File: src/rtl/auto_sell_pkg.sv
// Shared constants and types for the coin-operated vending controller.
package auto_sell_pkg;

    // Coin values expressed in 5-unit steps.
    localparam int unsigned COIN5_UNITS  = 1;
    localparam int unsigned COIN10_UNITS = 2;

    // One-cycle actuator pulses produced per sampled coin cycle.
    typedef struct packed {
        logic out;
        logic refuse;
        logic back5;
    } pulse_t;

endpackage

File: src/rtl/auto_sell.sv
// Vending controller: accumulates 5/10-unit coins, dispenses at PRICE_UNITS,
// returns one 5-unit coin on overpayment, refuses simultaneous coins.
module auto_sell
    import auto_sell_pkg::*;
#(
    parameter int unsigned PRICE_UNITS = 3
) (
    input  logic clk,
    input  logic reset,
    input  logic in5,
    input  logic in10,
    output logic out,
    output logic refuse,
    output logic back5
);

    localparam int unsigned CW = $clog2(PRICE_UNITS);

    // Credit states CREDIT_0 .. CREDIT_(PRICE_UNITS-1), binary encoded.
    localparam logic [CW-1:0] CREDIT_0 = '0;

    // One extra bit so credit + 2 never wraps for any legal price.
    localparam logic [CW:0] PRICE  = (CW+1)'(PRICE_UNITS);
    localparam logic [CW:0] STEP5  = (CW+1)'(COIN5_UNITS);
    localparam logic [CW:0] STEP10 = (CW+1)'(COIN10_UNITS);

    logic [CW-1:0] credit_q, credit_d;
    pulse_t        pulse_q, pulse_d;
    logic [CW:0]   sum;

    // Next credit and next output pulses from the sampled coin pair.
    always_comb begin
        credit_d = credit_q;
        pulse_d  = '0;
        sum      = '0;
        case ({in5, in10})
            2'b10: begin
                sum = {1'b0, credit_q} + STEP5;
                if (sum < PRICE) begin
                    credit_d = sum[CW-1:0];
                end else begin
                    pulse_d.out = 1'b1;
                    credit_d    = CREDIT_0;
                end
            end
            2'b01: begin
                sum = {1'b0, credit_q} + STEP10;
                if (sum < PRICE) begin
                    credit_d = sum[CW-1:0];
                end else begin
                    pulse_d.out   = 1'b1;
                    // Credit is at most PRICE-1, so overpayment is at most one step.
                    pulse_d.back5 = (sum != PRICE);
                    credit_d      = CREDIT_0;
                end
            end
            2'b11: begin
                // Ambiguous insertion: reject both, keep credit.
                pulse_d.refuse = 1'b1;
            end
            default: begin
            end
        endcase
    end

    // Credit and output pulse registers; reset wins over coins.
    always_ff @(posedge clk) begin
        if (reset) begin
            credit_q <= CREDIT_0;
            pulse_q  <= '0;
        end else begin
            credit_q <= credit_d;
            pulse_q  <= pulse_d;
        end
    end

    assign out    = pulse_q.out;
    assign refuse = pulse_q.refuse;
    assign back5  = pulse_q.back5;

endmodule

File: config.mk
export PLATFORM = sky130hd
export DESIGN_NAME = auto_sell
export DESIGN_NICKNAME = d
export VERILOG_FILES = /design/src/rtl/auto_sell_pkg.sv /design/src/rtl/auto_sell.sv
export SDC_FILE = /design/constraint.sdc
export NUM_CORES = 1
export LEC_CHECK = 0
export CELL_PAD_IN_SITES_DETAIL_PLACEMENT = 0
export CELL_PAD_IN_SITES_GLOBAL_PLACEMENT = 2
export CORE_AREA = 3 3 40 42
export CTS_BUF_LIST = sky130_fd_sc_hd__clkbuf_2
export DETAILED_ROUTE_END_ITERATION = 8
export DIE_AREA = 0 0 43 45
export PLACE_DENSITY_LB_ADDON = 0.1
export SYNTH_ARGS = -nofsm -noshare
export SYNTH_HDL_FRONTEND = slang
export SYNTH_SLANG_ARGS = --single-unit
File: constraint.sdc
create_clock -name clk -period 2.7 [get_ports clk]
set_clock_uncertainty 0.2 [all_clocks]
set_input_delay 0.54 -clock clk [delete_from_list [all_inputs] [get_ports clk]]
set_output_delay 0.54 -clock clk [all_outputs]
set_load 0.01 [all_outputs]
==> flow_summary_export.csv <==
group,metric,value,unit
placement,place_inst,44,
placement,place_congestion,0.6736,
timing,fin_crit_sh,0.7264,
global_routing,grt_pass1_vias,146,
logic_synthesis,syn_nets,30,
cts,clock_path_buffers,2,
cts,postCtsSetupBuffers,0,
pwr,p_sw_frac,0.2554,
setup_path,critPathRequiredTime,2640,ps
pwr,netSwitchingPower,44.12,uW
pwr,powerDensity,526.9,nW/um2
setup_path,cp_data_arrival_time,1910,ps
setup_path,path_cells,"clkdlybuf4s50_1 -> inv_1 -> ha_1 -> or3_1 -> o22ai_1",
cts,cts_root_buffer,"clkbuf_2",
global_routing,antenna_found_initial,0,
setup_path,endpoint,"credit_q[1]",
die,dieArea,1935,um2
setup_path,reg2reg_depth,2,
drt,drt_iter0_markers,0,
drt,via_count,186,
timing,setup_viol,0,
logic_synthesis,syn_inst,23,
cts,cts_hold_buffers,0,
logic_synthesis,avgSynthCellArea,9.955,um2
setup_path,worst-path-max-fanout,3,
die,ioPinCount,7,
drt,vias_per_cell,3.875,
pwr,ir_drop,162.7,uV
layout,layout_commonest_cell,"clkdlybuf4s50_1",
timing,setup_tns,0,ps
layout,area_delta_synth_final,43.17,%
drt,antenna_left,0,
drt,dr.pass1.iters,1,
logic_synthesis,synth_area_leader_cell,"dfxtp_1",
setup_path,slowest_stage,"clkdlybuf4s50_1",
drt,wirelength,444,um
drt,wire_per_inst,9.250,um
outcome,status,"completed",
drt,route.detailed.drc,0,
logic_synthesis,synth_top_area_frac,0.4372,
die,start_util,0.1782,
die,die_y,45,um
setup_path,r2r-start,"credit_q[0]",
pwr,p_int,128.6,uW
drt,met1Wirelength,198,um
logic_synthesis,synth_cell_type_count,14,
cts,numCtsBuffers,3,
pwr,p_comb_frac,0.128,
hold_path,hp-class,"reg -> reg",
layout,mostFrequentLayoutCells,"6 x clkdlybuf4s50_1, 5 x dfxtp_1, 4 x clkbuf_2, 3 x nand2_1, 3 x ha_1",
global_routing,grt_pass1_wl,662,um
timing,period_needed,1961,ps
die,row_count,13,
die,die_w,43,um
timing,max_freq,509.9,MHz
cts,htree_num_levels,1,
drt,dr.max_layer_used,"met4",
timing,maxSlewViolCount,0,
cts,clk_pin_slew_worst_paths,60,ps
cts,clkLatencyLatePin,220,ps
setup_path,endpoint_kind,"flop",
setup_path,reg2reg_slack,1530,ps
setup_path,crit_type,"in -> reg",
timing,timing.slew.headroom,0.8508,
layout,instances_no_fill,48,
layout,nets,41,
timing,worst_pin_slew,223.2,ps
die,core_area,1285,um2
drt,wl_met2,189,um
global_routing,gr-usage-all-layers,0.05421,
logic_synthesis,syn_area,229.0,um2
setup_path,crit_path_start_kind,"input pin",
logic_synthesis,synth.top_cells.by_area,"dfxtp_1 44%, ha_1 16%, a211oi_2 5.5%",
layout,drive_gt1_frac,0.1515,
logic_synthesis,yosys_warnings,0,
hold_path,min_path_cells,2,
global_routing,overflow,0,
placement,io_buffers,6,
logic_synthesis,yosysSeqAreaShare,0.4372,
layout,diodes,0,
global_routing,grt_start_max_net_pins,7,
drt,wl_met3,51,um
cts,cts_tree,"yes",
cts,clock-sinks,5,
setup_path,critical-path-max-stage-delay,510,ps
setup_path,timing.rr.end,"credit_q[0]",
run,drv_cap,0,
timing,rsz0062_at_grt,"false",
pwr,clkPwrFrac,0.413,
setup_path,crit_start,"in5",
timing,timing_hold_violations_final,0,
pwr,seqPwrFrac,0.459,
logic_synthesis,ys_ff_latch,5,
pwr,p_leak,0.0001313,uW
cts,cts_resized,0,
## through the flow
| stage | power (uW) | utilization | area [um2] | hold slack, ps | setup WS, ps |
|---|---|---|---|---|---|
| final | 172.7 | 0.2551 | 327.8 | 277.7 | 738.7 |
| after CTS | 178.5 | 0.2551 | 327.8 | 282.2 | 768.3 |
| after detailed placement | 103.1 | 0.2395 | 307.8 | 280.6 | 531.4 |
| after global placement | 103.1 | 0.2395 | 307.8 | 271.5 | 558.6 |
| after global routing | 189.3 | 0.2551 | 327.8 | 324.4 | 701.5 |
| after floorplan | 91.88 | - | 229.0 | 237.7 | 1142 |
## worst min path at each step
stage / from / end
after detailed placement: credit_q[1] / back5
after global placement: credit_q[1] / back5
final: credit_q[1] / back5
after CTS: credit_q[1] / back5
after floorplan: credit_q[1] / back5
after global routing: credit_q[1] / back5
## flip-flops by register name, summed over array words and instances (netlist names)
signal    count
credit_q      2
refuse        1
back5         1
out           1
## area by class of cell
class / instances / area [um2]
fillers: 141 / 957.2
multi-input cells: 16 / 121.4
flip-flops and latches: 5 / 100.1
repair buffers: 6 / 60.06
clock buffers: 4 / 20.02
well taps: 15 / 18.77
inverters: 2 / 7.507
## logic make-up (layout without fill, tap and decap cells)
logic type	after synthesis	count (layout)	share of synthesized area
buf+inv	2	12	0.03280
flops	5	5	0.4372
compound gates	4	4	0.1366
simple gates	8	8	0.1913
xor+xnor	1	1	0.03826
fa+ha+maj	3	3	0.1640
## worst max-delay path: cells and delay by family
| kind | cells | cell delay [ps] |
|---|---|---|
| simple gates | 1 | 360 |
| compound gates | 1 | 120 |
| buf+inv | 2 | 570 |
| fa+ha+maj | 1 | 320 |
## synth_stat cells, drive strengths merged
master and n:
xnor2 1, or2b 1, nand2 3, a211oi 2
ha 3, nor2b 1, or3 1, o22ai 1
inv 2, dfxtp 5, or3b 1, o21ai 1
nor2 1
## layer usage
layer | track usage | up-vias
met5 | 0 | -
met4 | 0.03614 | 0
met3 | 0.05976 | 2
met2 | 0.06287 | 9
met1 | 0.05569 | 78
li1 | - | 97
## power groups by stage
stage / Combinational (uW) / Sequential (uW) / Clock (uW)
4_1_cts: 22.3 / 79.3 / 77.0
6_report: 22.2 / 79.3 / 71.3
2_1_floorplan: 11.0 / 80.8 / 0
5_1_grt: 24.3 / 79.5 / 85.4
3_3_place_gp: 22.1 / 81.0 / 0
3_5_place_dp: 22.1 / 81.0 / 0
No activity file was read; power rests on OpenSTA's default activity.
==> patch: new RTL, config.mk and constraints unchanged <==
Make the reset (`reset`) asynchronous in one clocked block.
--- a/src/rtl/auto_sell.sv
+++ b/src/rtl/auto_sell.sv
@@ -65,5 +65,5 @@
 
     // Credit and output pulse registers; reset wins over coins.
-    always_ff @(posedge clk) begin
+    always_ff @(posedge clk or posedge reset) begin
         if (reset) begin
             credit_q <= CREDIT_0;
Behaviour: differs if reset is asserted again (counterexample within 4 cycles, from zero or initial values and one cycle with reset high); with reset held inactive, the same outputs for 10 cycles.
==> patch against the unedited design <==
Sequential power grew 20%. Routed wire length down 13%. Combinational power up 77%. Die area is the same. Setup slack improved by 0.057 ns. Power increased by 18%. Cell area rose by 4.2%. Sequential cell count is the same. First-iteration DRC count unchanged. Area after synthesis is 6.0% higher. Count of clock-buffer cells in the layout unchanged. Utilization increased by 1.1 points. Critical endpoint is now credit_q[1]$_DFFE_PP0P_.
==> patch: results (changes against the unedited design) <==
GRT Resource Usage Total 5.113% (was 5.421%); CP delay by family, top buffers and inverters (unchanged); relative slew slack 87.14% (was 85.08%); synthesized area per cell 11.03 um^2 (was 9.955 um^2); hpwl dp between 300 and 400 um; filler cell count 145 (was 141); Hold/Removal Path Class in -> async (was reg -> reg); First DRT Iteration DRCs 0 (unchanged); first-pass GRT wire length 607 um (was 662 um); Place WS 0.5594 ns (was 0.5314 ns); postcts setup bufs 0 (unchanged); Avg Vias per Cell 3.596 (was 3.875); Final nets 40 (was 41); max reg flops 2 (unchanged); FF-to-FF path depth 2 (unchanged); IO Port Bufs 6 (unchanged); DRT Pass-1 Iters 1 (unchanged); worst-path maximum fanout 3 (unchanged); status finished clean (unchanged); post-CTS resize count 0 (unchanged); P_leak 0.0001641 uW (was 0.0001313 uW); antenna violations before repair 0 (unchanged); synth cell count leaders dfrtp_1 (5), ha_1 (3), inv_1 (3), nand2_1 (2), o21ai_0 (2) (was dfxtp_1 (5), ha_1 (3), nand2_1 (3), inv_1 (2)); clock latency on the worst-skew pair 0.22 ns (about the same); root buffer cell clkbuf_2 (unchanged); total number of vias 169 (was 186); Routed wire per std cell 8.191 um (was 9.250 um); Worst Path Arrival 1.83 ns (was 1.91 ns); maximum vdd drop 0.0001070 V (was 0.0001627 V); largest net degree at the start of global routing 6 (was 7); CP max-delay cell clkdlybuf4s50_1 (unchanged); Async SR Flop Fraction 100.0% (was 0%); Synth area leaders dfrtp_1 (52%), ha_1 (15%), inv_1 (4.6%) (was dfxtp_1 (44%), ha_1 (16%), a211oi_2 (5.5%)); Post-synth top flop dfrtp_1 (was dfxtp_1); number of diodes 0 (unchanged); cts bufs inserted 3 (unchanged); Placed Instances 43 (was 44); register area share after synthesis 51.55% (was 43.72%); Ys Warns 0 (unchanged); global placement routability congestion 0.6598 (was 0.6736); post-synthesis net count 29 (was 30); H-tree depth 1 (unchanged); unique cell type count in the Yosys netlist 12 (was 14); register name with the most flops credit_q (unchanged); internal power 148.7 uW (was 128.6 uW); layout cells sized above 1 21.88% (was 15.15%); vias in the first global route 154 (was 146); Bufs on Longest Clock Path 2 (unchanged); Max stage delay on crit path 0.50 ns; clk slew on worst S/H paths 0.06 ns (about the same)
## patch: worst reg2reg max path, delay by kind of cell, from the launching register on
family,cells,cell delay [ns]
AND/OR/NAND/NOR,1,0.40
AO/OA/AOI/OAI,1,0.11
flip-flops,1,0.41
## patch: cell families (layout without fill, tap and decap cells)
logic type / count (synthesis) / after routing / synth area share, %
XOR/XNOR: 1 / 1 / 3.609
AND/OR/NAND/NOR: 6 / 6 / 14.95
flip-flops: 5 / 5 / 51.55
adder cells (fa/ha/maj): 3 / 3 / 15.47
buffers and inverters: 3 / 13 / 4.639
AO/OA/AOI/OAI: 4 / 4 / 9.793
## patch: worst paths after layout
path                                         start  slack [ns]                      end
min in group clk           credit_q[1]$_DFFE_PP0P_        0.35  credit_q[1]$_DFFE_PP0P_
hold / removal                               reset        0.31  credit_q[0]$_DFFE_PP0P_
setup reg to reg           credit_q[1]$_DFFE_PP0P_        1.52  credit_q[0]$_DFFE_PP0P_
max in group asynchronous                    reset        1.82  credit_q[1]$_DFFE_PP0P_
hold reg to reg            credit_q[1]$_DFFE_PP0P_        0.35  credit_q[1]$_DFFE_PP0P_
setup / recovery                               in5        0.80  credit_q[1]$_DFFE_PP0P_
## patch: power groups by stage
stage | logic [uW] | registers [uW] | clock network, uW
final | 39.2 | 95.4 | 68.8
after detailed placement | 40.3 | 96.5 | 0
after global routing | 43.5 | 97.2 | 78.4
after floorplan | 21.9 | 96.1 | 0
after global placement | 39.6 | 97.3 | 0
after CTS | 40.1 | 95.6 | 72.9
## patch: final cells by class
| type | count | area share, % |
|---|---|---|
| Sequential cell | 5 | 36.63 |
| Multi-Input combinational cell | 14 | 31.14 |
| Timing Repair Buffer | 6 | 17.58 |
| Clock buffer | 4 | 5.861 |
| Tap cell | 15 | 5.494 |
| Inverter | 3 | 3.297 |
## patch: routing by layer
layer / track usage (%) / part of all wire [%] / up-vias / wire length, um
met3: 2.789 / 14 / 2 / 52
met1: 4.914 / 45 / 72 / 172
met5: 0 / 0 / - / 0
li1: - / - / 88 / -
met4: 9.036 / 1.0 / 0 / 4
met2: 5.689 / 41 / 7 / 157
## patch: metrics by stage
step           area [um^2]  hold slack [ns]
6_report             341.6           0.3138
2_1_floorplan        242.7           0.1185
3_5_place_dp         321.6           0.3479
5_1_grt              341.6           0.3199
3_3_place_gp         321.6           0.3519
4_1_cts              341.6           0.3091
